[config.mk]
export PLATFORM = sky130hd
export DESIGN_NAME = bus8_autoclear_timed
export DESIGN_NICKNAME = d
export VERILOG_FILES = /design/src/rtl/bus8_autoclear_timed.sv
export SDC_FILE = /design/constraint.sdc
export NUM_CORES = 1
export LEC_CHECK = 0
export ABC_CLOCK_PERIOD_IN_PS = 11800
export BUFFER_PORTS_ARGS = -buffer_cell sky130_fd_sc_hd__buf_4
export CORE_UTILIZATION = 35
export CTS_CLUSTER_DIAMETER = 60
export CTS_CLUSTER_SIZE = 28
export DETAILED_ROUTE_END_ITERATION = 12
export SYNTH_ARGS = -nofsm -noshare
export SYNTH_HDL_FRONTEND = slang
export SYNTH_SLANG_ARGS = --single-unit
[constraint.sdc]
create_clock -name i_Bus_Clk -period 11.8 [get_ports i_Bus_Clk]
set_clock_uncertainty 0.1 [all_clocks]
set_input_delay 0.59 -clock i_Bus_Clk [delete_from_list [all_inputs] [get_ports i_Bus_Clk]]
set_output_delay 0.59 -clock i_Bus_Clk [all_outputs]
set_load 0.03 [all_outputs]
[src/rtl/bus8_autoclear_timed.sv]
// Bus8 autoclear register block: software starts/stops NUM_CH engine channels, which clear
// themselves on a done edge or a programmable timeout, with sticky timeout status and an IRQ.
module bus8_autoclear_timed #(
   parameter int          NUM_CH    = 2,
   parameter int          PULSE_LEN = 4,
   parameter logic [15:0] LIMIT_RST = 16'h0
) (
   input  logic              i_Bus_Clk,
   input  logic              i_Bus_Rst,
   input  logic              i_Bus_CS,
   input  logic              i_Bus_Wr_Rd_n,
   input  logic [3:0]        i_Bus_Addr8,
   input  logic [7:0]        i_Bus_Wr_Data,
   output logic [7:0]        o_Bus_Rd_Data,
   output logic              o_Bus_Rd_DV,
   output logic [NUM_CH-1:0] o_AC_Busy,
   output logic [NUM_CH-1:0] o_AC_Start_Pulse,
   output logic [NUM_CH-1:0] o_AC_Abort,
   input  logic [NUM_CH-1:0] i_AC_Done,
   output logic              o_Irq
);

   typedef enum logic [3:0] {
      ADDR_START     = 4'h0,
      ADDR_STATE     = 4'h1,
      ADDR_STOP      = 4'h2,
      ADDR_HIST      = 4'h3,
      ADDR_HIST_CLR  = 4'h4,
      ADDR_TO_STATUS = 4'h5,
      ADDR_TO_CLR    = 4'h6,
      ADDR_LIMIT_LO  = 4'h7,
      ADDR_LIMIT_HI  = 4'h8,
      ADDR_IRQ_EN    = 4'h9
   } addr_e;

   logic              wr_acc;
   logic              rd_acc;
   logic [NUM_CH-1:0] wr_mask;
   logic [NUM_CH-1:0] start_stb;
   logic [NUM_CH-1:0] stop_stb;
   logic [NUM_CH-1:0] hist_clr_stb;
   logic [NUM_CH-1:0] to_clr_stb;
   logic [NUM_CH-1:0] hist;
   logic [NUM_CH-1:0] to_status;
   logic [NUM_CH-1:0] irq_en;
   logic [NUM_CH-1:0] done_q;
   logic [NUM_CH-1:0] done_edge;
   logic [NUM_CH-1:0] timeout_hit;
   logic [NUM_CH-1:0] to_set;
   logic [15:0]       limit;
   logic [7:0]        limit_shadow;
   logic [15:0]       run_cnt   [NUM_CH];
   logic [7:0]        pulse_cnt [NUM_CH];
   logic [7:0]        rd_mux;

   assign wr_acc    = i_Bus_CS & i_Bus_Wr_Rd_n;
   assign rd_acc    = i_Bus_CS & ~i_Bus_Wr_Rd_n;
   assign wr_mask   = i_Bus_Wr_Data[NUM_CH-1:0];
   assign done_edge = i_AC_Done & ~done_q;

   always_comb begin
      rd_mux = '0;
      case (i_Bus_Addr8)
         ADDR_STATE:     rd_mux[NUM_CH-1:0] = o_AC_Busy;
         ADDR_HIST:      rd_mux[NUM_CH-1:0] = hist;
         ADDR_TO_STATUS: rd_mux[NUM_CH-1:0] = to_status;
         ADDR_LIMIT_LO:  rd_mux = limit[7:0];
         ADDR_LIMIT_HI:  rd_mux = limit[15:8];
         ADDR_IRQ_EN:    rd_mux[NUM_CH-1:0] = irq_en;
         default:        rd_mux = '0;
      endcase
   end

   // Compare against count+1 so a limit lowered below a running count still fires next clock.
   always_comb begin
      timeout_hit = '0;
      to_set      = '0;
      for (int i = 0; i < NUM_CH; i++) begin
         timeout_hit[i] = (limit != 16'h0) &&
                          (({1'b0, run_cnt[i]} + 17'd1) >= {1'b0, limit});
         to_set[i]      = o_AC_Busy[i] & ~start_stb[i] & ~stop_stb[i] &
                          ~done_edge[i] & timeout_hit[i];
      end
   end

   always_ff @(posedge i_Bus_Clk) begin
      if (i_Bus_Rst) begin
         start_stb     <= '0;
         stop_stb      <= '0;
         hist_clr_stb  <= '0;
         to_clr_stb    <= '0;
         irq_en        <= '0;
         limit         <= LIMIT_RST;
         limit_shadow  <= '0;
         o_Bus_Rd_Data <= '0;
         o_Bus_Rd_DV   <= 1'b0;
      end else begin
         start_stb     <= '0;
         stop_stb      <= '0;
         hist_clr_stb  <= '0;
         to_clr_stb    <= '0;
         o_Bus_Rd_DV   <= rd_acc;
         o_Bus_Rd_Data <= rd_acc ? rd_mux : 8'h00;
         if (wr_acc) begin
            case (i_Bus_Addr8)
               ADDR_START:    start_stb    <= wr_mask;
               ADDR_STOP:     stop_stb     <= wr_mask;
               ADDR_HIST_CLR: hist_clr_stb <= wr_mask;
               ADDR_TO_CLR:   to_clr_stb   <= wr_mask;
               ADDR_LIMIT_LO: limit_shadow <= i_Bus_Wr_Data;
               ADDR_LIMIT_HI: limit        <= {i_Bus_Wr_Data, limit_shadow};
               ADDR_IRQ_EN:   irq_en       <= wr_mask;
               default:       ;
            endcase
         end
      end
   end

   // Per-channel run state; branch order encodes start > stop > done edge > timeout.
   always_ff @(posedge i_Bus_Clk) begin
      if (i_Bus_Rst) begin
         o_AC_Busy  <= '0;
         o_AC_Abort <= '0;
         o_Irq      <= 1'b0;
         hist       <= '0;
         to_status  <= '0;
         done_q     <= '0;
         for (int i = 0; i < NUM_CH; i++) begin
            run_cnt[i]   <= '0;
            pulse_cnt[i] <= '0;
         end
      end else begin
         done_q    <= i_AC_Done;
         hist      <= (hist & ~hist_clr_stb) | start_stb;
         to_status <= (to_status & ~to_clr_stb) | to_set;
         o_Irq     <= |(to_status & irq_en);
         for (int i = 0; i < NUM_CH; i++) begin
            o_AC_Abort[i] <= 1'b0;
            if (pulse_cnt[i] != 8'd0) begin
               pulse_cnt[i] <= pulse_cnt[i] - 8'd1;
            end
            if (start_stb[i]) begin
               o_AC_Busy[i] <= 1'b1;
               run_cnt[i]   <= '0;
               pulse_cnt[i] <= 8'(PULSE_LEN);
            end else if (o_AC_Busy[i]) begin
               if (stop_stb[i]) begin
                  o_AC_Busy[i]  <= 1'b0;
                  o_AC_Abort[i] <= 1'b1;
               end else if (done_edge[i]) begin
                  o_AC_Busy[i] <= 1'b0;
               end else if (timeout_hit[i]) begin
                  o_AC_Busy[i]  <= 1'b0;
                  o_AC_Abort[i] <= 1'b1;
               end else if (run_cnt[i] != 16'hFFFF) begin
                  run_cnt[i] <= run_cnt[i] + 16'd1;
               end
            end
         end
      end
   end

   always_comb begin
      o_AC_Start_Pulse = '0;
      for (int i = 0; i < NUM_CH; i++) begin
         o_AC_Start_Pulse[i] = (pulse_cnt[i] != 8'd0);
      end
   end

endmodule

==> qor.txt <==
Starting Density: 35.9%
Setup violations, final: 0
Drt total wl: 12200 µm
RSZ-0062 raised after global routing: false
Root Buffer: clkbuf_16
Placed Cells incl. Taps: 769
Power density over the cells: 146 nW/µm²
Number of flops mapped to enable cells by yosys: 40
Clock Latency Late Sink: 0.35 ns
DR pass1 iterations: 4
Critical path fanouts, max: 17
Reg power frac: 47.4%
Reg2reg path depth: 12
Syn Area/Cell: 9.66 µm²
CP Capture Point: run_cnt[1][7]$_SDFFCE_PN0P_
Layout Nets: 648
Commonest non-fill, non-tap cell in the layout: nor2_1
Sequential area share after synthesis: 44.7%
RR Startpoint: run_cnt[1][2]$_SDFFCE_PN0P_
DIE AREA: 16100 µm²
Final Critical Period: 4.69 ns
Worst-Margin Slew: 1.07 ns
Initial antenna violation count: 0
Final-report hold violation count: 0
Ant diodes: 0
# IOs: 34
Cells after Synth: 565
Max Cap Viol: 0
Post-synth top flop: dfxtp_1
Run status: finished, final reports clean
Most frequent cells in the layout: nor2_1 (81), dfxtp_1 (62), nand2_1 (42)
Leak pwr: 2.31 nW
Post-synthesis async set-or-reset flop share: 0%
Peak VDD IR: 0.0000660 V
Critical Path RT: 11.62 ns
GRT Overall Usage: 16.0%
Syn-to-layout area delta: 12.8%
Arrival @ worst endpoint: 4.51 ns
Combinational group share of total power: 18.6%
Worst hold path type: reg2reg
Setup TNS: 0 ns
Placement row count: 45
Worst flop-to-flop path endpoint: run_cnt[1][7]$_SDFFCE_PN0P_
Post-DRT Antenna Nets: 0
Crit path from: run_cnt[1][2]$_SDFFCE_PN0P_
Distinct cells, synth: 54
Starting DRC count in detailed routing: 223
WL/cell: 15.5 µm
Fin crit share: 39.7%
Die H: 127 µm
Syn_nets: 621
Yosys warns: 0
Endpoint class of the critical path: register
Worst-path clk slew: 0.07 ns
CTS Buf Count: 9
DR vias/cell: 5.25
Resized Gates After CTS: 0
Clock Path Buffers: 2
NetSw: 0.000258 W
Finished Layout Cells: 785
FF+latch count, synth: 102
Max Freq: 0.213 GHz
Largest net degree at the start of global routing: 44
CTS H-tree lvls: 3
Mapped cell area: 5460 µm²
Core footprint: 15200 µm²
Post-CTS Setup Bufs: 0
Flop-to-flop setup slack: 7.11 ns
Critical path launch point type: register
GPL Wtd Cong: 0.849
HPWL after DPL: 9250 µm
Vias in the first global route: 3967
Grt ovf: 0
Slew headroom: 28.5%
Layout cells sized above 1: 10.6%
Clock power share: 34.1%
Clock sink count: 102
Internal power: 0.000639 W
DRC viols: 0
Vias: 4123
Die X: 127 µm
Cts hold-fix bufs: 0
Critical path class: reg2reg
IO Port Bufs: 33
Slew Limit Fails: 0
First-pass GRT wire length: 19900 µm
CTS tree: done
Sw frac: 28.8%
metrics by stage:
stage	setup WS (ns)	hold slack, ns	instance area, µm²	power, W	util (%)
6_report	7.11	0.368	6160	0.000897	40.5
5_1_grt	6.73	0.361	6160	0.000948	40.5
4_1_cts	7.11	0.353	6160	0.000909	40.5
3_5_place_dp	7.11	0.356	5850	0.000599	38.5
3_3_place_gp	7.42	0.349	5850	0.000594	38.5
2_1_floorplan	7.43	0.336	5460	0.000556	-
layer usage:
layer	part of all wire (%)	track usage [%]	up-vias
li1	-	-	2061
met1	48	20.6	1968
met2	47	25.9	82
met3	4.5	4.26	12
met4	1.3	5.25	0
met5	0	0	-
worst max-delay path, stage by stage (launching register included):
cell and delay [ns]:
edfxtp_1 0.43, and4_1 0.30, nand3_1 0.09, nor2_1 0.24, nand4_1 0.16, xnor2_1 0.17, ha_1 0.30, nand2_1 0.07
nor4_1 0.37, o21ai_0 0.20, a41oi_1 0.26, or4b_1 0.86, nand2_1 0.71
power groups by stage:
stage / clock [W] / sequential [W] / combinational (W)
final: 0.000306 / 0.000425 / 0.000167
after global placement: 0 / 0.000432 / 0.000162
after floorplan: 0 / 0.000427 / 0.000130
after CTS: 0.000316 / 0.000425 / 0.000168
after global routing: 0.000329 / 0.000430 / 0.000189
after detailed placement: 0 / 0.000433 / 0.000167
worst min-delay path by stage:
stage / startpoint / end / slack, ns / cells past startpoint
floorplan: pulse_cnt[1][5]$_SDFFE_PP0P_ / pulse_cnt[1][5]$_SDFFE_PP0P_ / 0.34 / 2
global placement: pulse_cnt[1][5]$_SDFFE_PP0P_ / pulse_cnt[1][5]$_SDFFE_PP0P_ / 0.35 / 2
detailed placement: pulse_cnt[1][5]$_SDFFE_PP0P_ / pulse_cnt[1][5]$_SDFFE_PP0P_ / 0.36 / 2
CTS: i_Bus_Addr8[1] / start_stb[1]$_SDFF_PP0_ / 0.35 / 2
global route: i_Bus_Addr8[1] / start_stb[1]$_SDFF_PP0_ / 0.36 / 2
finish: pulse_cnt[1][5]$_SDFFE_PP0P_ / pulse_cnt[1][5]$_SDFFE_PP0P_ / 0.37 / 2
cell type report:
| cell class | count | area [µm²] |
|---|---|---|
| Clock buffer | 11 | 275 |
| Inverter | 27 | 101 |
| Multi-Input combinational cell | 418 | 2810 |
| Timing Repair Buffer | 34 | 255 |
| Clock inverter | 5 | 33.8 |
| Tap cell | 188 | 235 |
| Sequential cell | 102 | 2440 |
| Fill cell | 1497 | 9050 |
synthesized netlist by cell type (4+ instances only):
master | n | area share, %
and3_1 | 9 | 1.0
inv_1 | 27 | 1.9
nand2_1 | 42 | 2.9
clkbuf_1 | 10 | 0.69
or3_1 | 5 | 0.57
nor2b_1 | 14 | 1.6
nor2b_4 | 7 | 1.8
o21ai_0 | 8 | 0.73
xor2_1 | 16 | 2.6
nor4_1 | 10 | 1.1
dfxtp_1 | 62 | 23
and4_1 | 4 | 0.64
o21ai_1 | 4 | 0.37
nand2b_1 | 8 | 0.92
nor2_1 | 81 | 5.6
edfxtp_1 | 40 | 22
buf_2 | 4 | 0.37
nor3_1 | 10 | 0.92
xnor2_1 | 22 | 3.5
nand3_1 | 27 | 2.5
nor3b_1 | 10 | 1.4
nand4_1 | 13 | 1.5
mux2i_1 | 28 | 5.1
a22oi_1 | 7 | 0.96
a21oi_1 | 21 | 1.9
ha_1 | 38 | 8.7
registers in the layout, indices dropped and copies added, names as in the netlist, 2 cells and up:
| register | flops |
|---|---|
| to_status | 2 |
| o_AC_Busy | 2 |
| done_q | 2 |
| stop_stb | 2 |
| hist | 2 |
| pulse_cnt | 16 |
| irq_en | 2 |
| o_AC_Abort | 2 |
| to_clr_stb | 2 |
| o_Bus_Rd_Data | 8 |
| hist_clr_stb | 2 |
| limit_shadow | 8 |
| run_cnt | 32 |
| limit | 16 |
| start_stb | 2 |
cell families (layout without fill, tap and decap cells):
logic type	Yosys count	count (layout)	synth area share [%]
AND/OR/NAND/NOR	252	252	24.3
flip-flops	102	102	44.7
AO/OA/AOI/OAI	62	62	7.22
buffers and inverters	45	77	3.83
adder cells (fa/ha/maj)	38	38	8.71
XOR/XNOR	38	38	6.10
multiplexers	28	28	5.13
(Power assumes the default switching activity.)
